<file path="config.mk">
export PLATFORM = sky130hd
export DESIGN_NAME = ifetch_resp
export DESIGN_NICKNAME = d
export VERILOG_FILES = /design/src/rtl/ifetch_resp.sv
export SDC_FILE = /design/constraint.sdc
export NUM_CORES = 1
export LEC_CHECK = 0
export ABC_CLOCK_PERIOD_IN_PS = 4300
export CORE_AREA = 2 2 87 89
export CTS_CLUSTER_SIZE = 8
export DETAILED_ROUTE_END_ITERATION = 16
export DIE_AREA = 0 0 89 91
export PLACE_DENSITY = 0.87
export SYNTH_ARGS = -nofsm -noshare
export SYNTH_HDL_FRONTEND = slang
export SYNTH_SLANG_ARGS = --single-unit
</file>
<file path="constraint.sdc">
create_clock -name clk -period 4.3 [get_ports clk]
set_input_delay 0.645 -clock clk [delete_from_list [all_inputs] [get_ports clk]]
set_output_delay 0.645 -clock clk [all_outputs]
set_load 0.02 [all_outputs]
</file>
<file path="src/rtl/ifetch_resp.sv">
`default_nettype none
// ============================================================================
// Module      : ifetch_resp
// Description : Instruction-fetch responder. Issues one request/grant/response
//               transaction per fetch, holds the program counter while a fetch
//               is outstanding, and drops responses made stale by a jump.
// Revision    : 1.0 - initial release
// ============================================================================
module ifetch_resp #(
  parameter int                 ADDR_W      = 32,
  parameter int                 INST_W      = 32,
  parameter int                 TIMEOUT_CYC = 255,
  parameter logic [INST_W-1:0]  NOP_INST    = 32'h00000013
) (
  input  logic              clk,
  input  logic              rst,
  input  logic              fetch_en_i,
  input  logic [ADDR_W-1:0] pc_i,
  input  logic              jump_i,
  output logic              req_o,
  output logic [ADDR_W-1:0] addr_o,
  input  logic              gnt_i,
  input  logic              rvalid_i,
  input  logic [INST_W-1:0] rdata_i,
  output logic [INST_W-1:0] inst_o,
  output logic              inst_valid_o,
  output logic [1:0]        hold_o,
  output logic              err_o
);

  localparam int               CNT_W        = 8;
  localparam logic [CNT_W-1:0] TIMEOUT_LAST = CNT_W'(TIMEOUT_CYC - 1);

  typedef enum logic [1:0] {
    IDLE = 2'd0,
    REQ  = 2'd1,
    WAIT = 2'd2
  } state_t;

  state_t             state, state_nxt;
  logic [CNT_W-1:0]   cnt, cnt_nxt;
  logic               flush, flush_nxt;
  logic               req_nxt;
  logic [ADDR_W-1:0]  addr_nxt;
  logic [INST_W-1:0]  inst_nxt;
  logic               valid_nxt;
  logic               err_nxt;

  // State and datapath registers; reset abandons any transaction in flight
  always_ff @(posedge clk or posedge rst) begin
    if (rst) begin
      state        <= IDLE;
      cnt          <= '0;
      flush        <= 1'b0;
      req_o        <= 1'b0;
      addr_o       <= '0;
      inst_o       <= NOP_INST;
      inst_valid_o <= 1'b0;
      err_o        <= 1'b0;
    end else begin
      state        <= state_nxt;
      cnt          <= cnt_nxt;
      flush        <= flush_nxt;
      req_o        <= req_nxt;
      addr_o       <= addr_nxt;
      inst_o       <= inst_nxt;
      inst_valid_o <= valid_nxt;
      err_o        <= err_nxt;
    end
  end

  // Next-state and next-output decode for the fetch transaction
  always_comb begin
    state_nxt = state;
    cnt_nxt   = cnt;
    flush_nxt = flush;
    req_nxt   = req_o;
    addr_nxt  = addr_o;
    inst_nxt  = inst_o;
    valid_nxt = 1'b0;
    err_nxt   = err_o;
    case (state)
      IDLE: begin
        // While a fresh instruction is being presented the PC is released and
        // pc_i still shows the address just fetched, so do not refetch it.
        if (fetch_en_i && !jump_i && !inst_valid_o) begin
          addr_nxt  = pc_i;
          req_nxt   = 1'b1;
          state_nxt = REQ;
        end
      end
      REQ: begin
        // A jump cannot withdraw an issued request; remember to drop its data.
        if (jump_i) begin
          flush_nxt = 1'b1;
        end
        if (gnt_i) begin
          req_nxt   = 1'b0;
          cnt_nxt   = '0;
          state_nxt = WAIT;
        end
      end
      WAIT: begin
        cnt_nxt = cnt + CNT_W'(1);
        if (jump_i) begin
          flush_nxt = 1'b1;
        end
        if (rvalid_i) begin
          state_nxt = IDLE;
          flush_nxt = 1'b0;
          if (flush || jump_i) begin
            inst_nxt = NOP_INST;
          end else begin
            inst_nxt  = rdata_i;
            valid_nxt = 1'b1;
          end
        end else if (cnt == TIMEOUT_LAST) begin
          // Memory never answered: present a NOP so the core can advance.
          err_nxt   = 1'b1;
          inst_nxt  = NOP_INST;
          valid_nxt = 1'b1;
          flush_nxt = 1'b0;
          state_nxt = IDLE;
        end
      end
      default: begin
        state_nxt = IDLE;
      end
    endcase
  end

  // Freeze the PC while a fetch is pending or about to start
  always_comb begin
    hold_o = 2'b00;
    if (!inst_valid_o && ((state != IDLE) || (fetch_en_i && !jump_i))) begin
      hold_o = 2'b01;
    end
  end

endmodule
`default_nettype wire

</file>
==> results.json <==
{
  "synth_edf_count": 0,
  "die-area_mm2": 0.008099,
  "drive_gt1_frac": 0.1484,
  "yosysTopAreaCell": "dfrtp_1",
  "rsz0062_at_grt": "no",
  "vias": 2512,
  "htree_levels": 3,
  "min_from": "err_o",
  "grt_pass1_wl_um": 12690,
  "fill_cells": 527,
  "clk_latency_ns": 0.34,
  "skew_ns": 0.009057,
  "hp-class": "reg2reg",
  "stdcell_area_mm2": 0.004905,
  "dr.first_iter.drc_count": 95,
  "antennaDiodeCount": 0,
  "syn_area_per_cell_um2": 13.39,
  "start_util": 0.4541,
  "whs_ns": 0.4759,
  "grtUsageTotal": 0.1989,
  "cts_num_sinks": 78,
  "avgViaCountPerCell": 5.201,
  "dpl_cell_area_mm2": 0.004672,
  "cts_resized": 0,
  "syn_to_final_growth_pct": 51.35,
  "core.rowCount": 31,
  "fin_cells": 483,
  "synth-seq-cells": 78,
  "setup_slack_ns": 1.086,
  "dr.pass1.iters": 4,
  "finalWirelength_um": 7892,
  "numCtsBuffers": 9,
  "worstMarginPinSlew_ns": 1.038,
  "place_congestion": 0.7965,
  "cts_tree": "built",
  "grt_max_degree": 45,
  "finalCriticalPeriod_ns": 3.214,
  "hold_buffers": 0,
  "grt_pass1_vias": 2593,
  "start_kind": "input pin",
  "nets": 454,
  "dp_cells": 467,
  "period_share": 0.7474,
  "clockBufferDepth": 2,
  "power_density_mw_per_mm2": 668.4,
  "startpoint": "jump_i",
  "timing.rr.start": "state[0]",
  "timing.setup.tns_ns": 0,
  "max_freq_mhz": 311.2,
  "synthCells": 242,
  "pre_cts_ws_ns": 1.120,
  "die_h_um": 91,
  "cap_viol_max_count": 0,
  "portBuffers": 137,
  "relSlewSlack": 0.3077,
  "routedWlPerCell_um": 16.34,
  "boundaryPins": 139,
  "power_leakage_nw": 2.094,
  "ys_top_cells_by_area": "dfrtp_1 58%, mux2_2 11%, a22o_1 7.8%, dfstp_2 2.4%, ha_1 1.9%",
  "end_kind": "output port",
  "cts_setup_buffers": 0,
  "clk_pin_slew_ns": 0.07,
  "crit_required_ns": 3.65,
  "finalHoldViolCount": 0,
  "core_mm2": 0.007137,
  "hpwl_um": 5761,
  "async_reset_ff_frac": 1.000,
  "grt_overflow": 0,
  "cts_root_buffer": "clkbuf_8",
  "yosys.area.top_type_share": 0.5792,
  "yosys_warnings": 0,
  "outcome": "finished clean",
  "multi_input_area_mm2": 0.001165,
  "yosysSeqAreaShare": 0.6035,
  "netlist_area_mm2": 0.003241,
  "die_width_um": 89,
  "setup_viol": 0,
  "drc": 0,
  "arrival_ns": 2.57,
  "antenna_found_initial": 0,
  "peakVddDrop_uv": 314.7,
  "drv_slew": 0,
  "syn_nets": 317,
  "worst-setup-path-type": "in2out",
  "antenna_left": 0,
  "yosysUniqueCellTypes": 40,
  "synthFlopType": "dfrtp_1",
  "regArea_mm2": 0.001956,
  "crit_fanout": 5
}
-- per-stage QoR --
| stage | utilization | power, mW |
|---|---|---|
| floorplan | - | 1.991 |
| global placement | 0.6546 | 2.629 |
| detailed placement | 0.6546 | 2.678 |
| CTS | 0.6872 | 3.308 |
| global route | 0.6872 | 3.463 |
| finish | 0.6872 | 3.279 |
-- state kept, by name, indices dropped and copies added, names as in the netlist --
signal and flops:
addr_o 32, inst_valid_o 1, cnt 8, inst_o 32
req_o 1, state 2, flush 1, err_o 1
-- metal layers --
layer,vias to the layer above,GRT usage,part of all wire
met5,-,0,0
met4,0,0.04851,0.0037
met3,4,0.05909,0.077
met2,101,0.3234,0.50
met1,1243,0.2608,0.42
li1,1164,-,-
-- cell families (layout without fill, tap and decap cells) --
family                   count (synthesis)  in the layout  share of synthesized area
multiplexers                            33             33                     0.1147
other                                    1              1                   0.001157
adder cells (fa/ha/maj)                  5              5                    0.01931
XOR/XNOR                                 1              1                   0.002703
AND/OR/NAND/NOR                         37             37                    0.06486
flip-flops                              78             78                     0.6035
buffers and inverters                   23            165                    0.03706
AO/OA/AOI/OAI                           64             64                     0.1568
-- critical path, cell delays in order --
cell             delay [ns]
clkdlybuf4s50_1        0.50
o31ai_1                0.60
nor2b_1                0.21
clkdlybuf4s50_1        0.62
-- layout by cell type (no fill, tap or decap), types with 6 or more instances in the layout --
master,count
a21oi_1,6
a22o_1,29
clkbuf_8,11
clkdlybuf4s50_1,137
dfrtp_1,75
inv_1,7
mux2_2,31
nand2_1,9
nand3_1,8
o21ai_0,6
-- worst paths after layout --
kind | to | slack (ns) | depth (start not counted)
hold / removal | err_o | 0.48 | 1
setup / recovery | hold_o[0] | 1.09 | 4
hold reg to reg | err_o | 0.48 | 1
max in group asynchronous | addr_o[4] | 2.70 | 3
min in group asynchronous | inst_o[2] | 0.81 | 2
setup reg to reg | inst_o[23] | 1.97 | 4
-- power by group --
group          total [mW]  switching, mW  internal (mW)  leakage, nW
sequential           1.20          0.178           1.02        0.986
combinational        1.46          0.700          0.759        0.993
clock               0.622          0.263          0.359        0.116
-- Yosys cell counts, types with 3 or more instances --
cell and count:
dfrtp_1 75, nand3_1 8, mux2_2 31, ha_1 5, a21oi_1 6, buf_4 4, o22a_1 3, a31oi_1 3
o21ai_0 6, and2_1 3, a2111oi_0 3, inv_1 8, nor2b_1 5, buf_2 3, dfstp_2 3, clkbuf_1 5
nand2_1 9, a22o_1 29, nor2_1 5
-- cell type report --
| type | instances | share of cell area |
|---|---|---|
| clock inverters | 5 | 0.01658 |
| repair buffers | 140 | 0.2842 |
| inverters | 9 | 0.006888 |
| well taps | 99 | 0.02526 |
| flip-flops and latches | 78 | 0.3987 |
| multi-input cells | 141 | 0.2375 |
| clock buffers | 11 | 0.03087 |
Power figures use the tool's default switching activity.
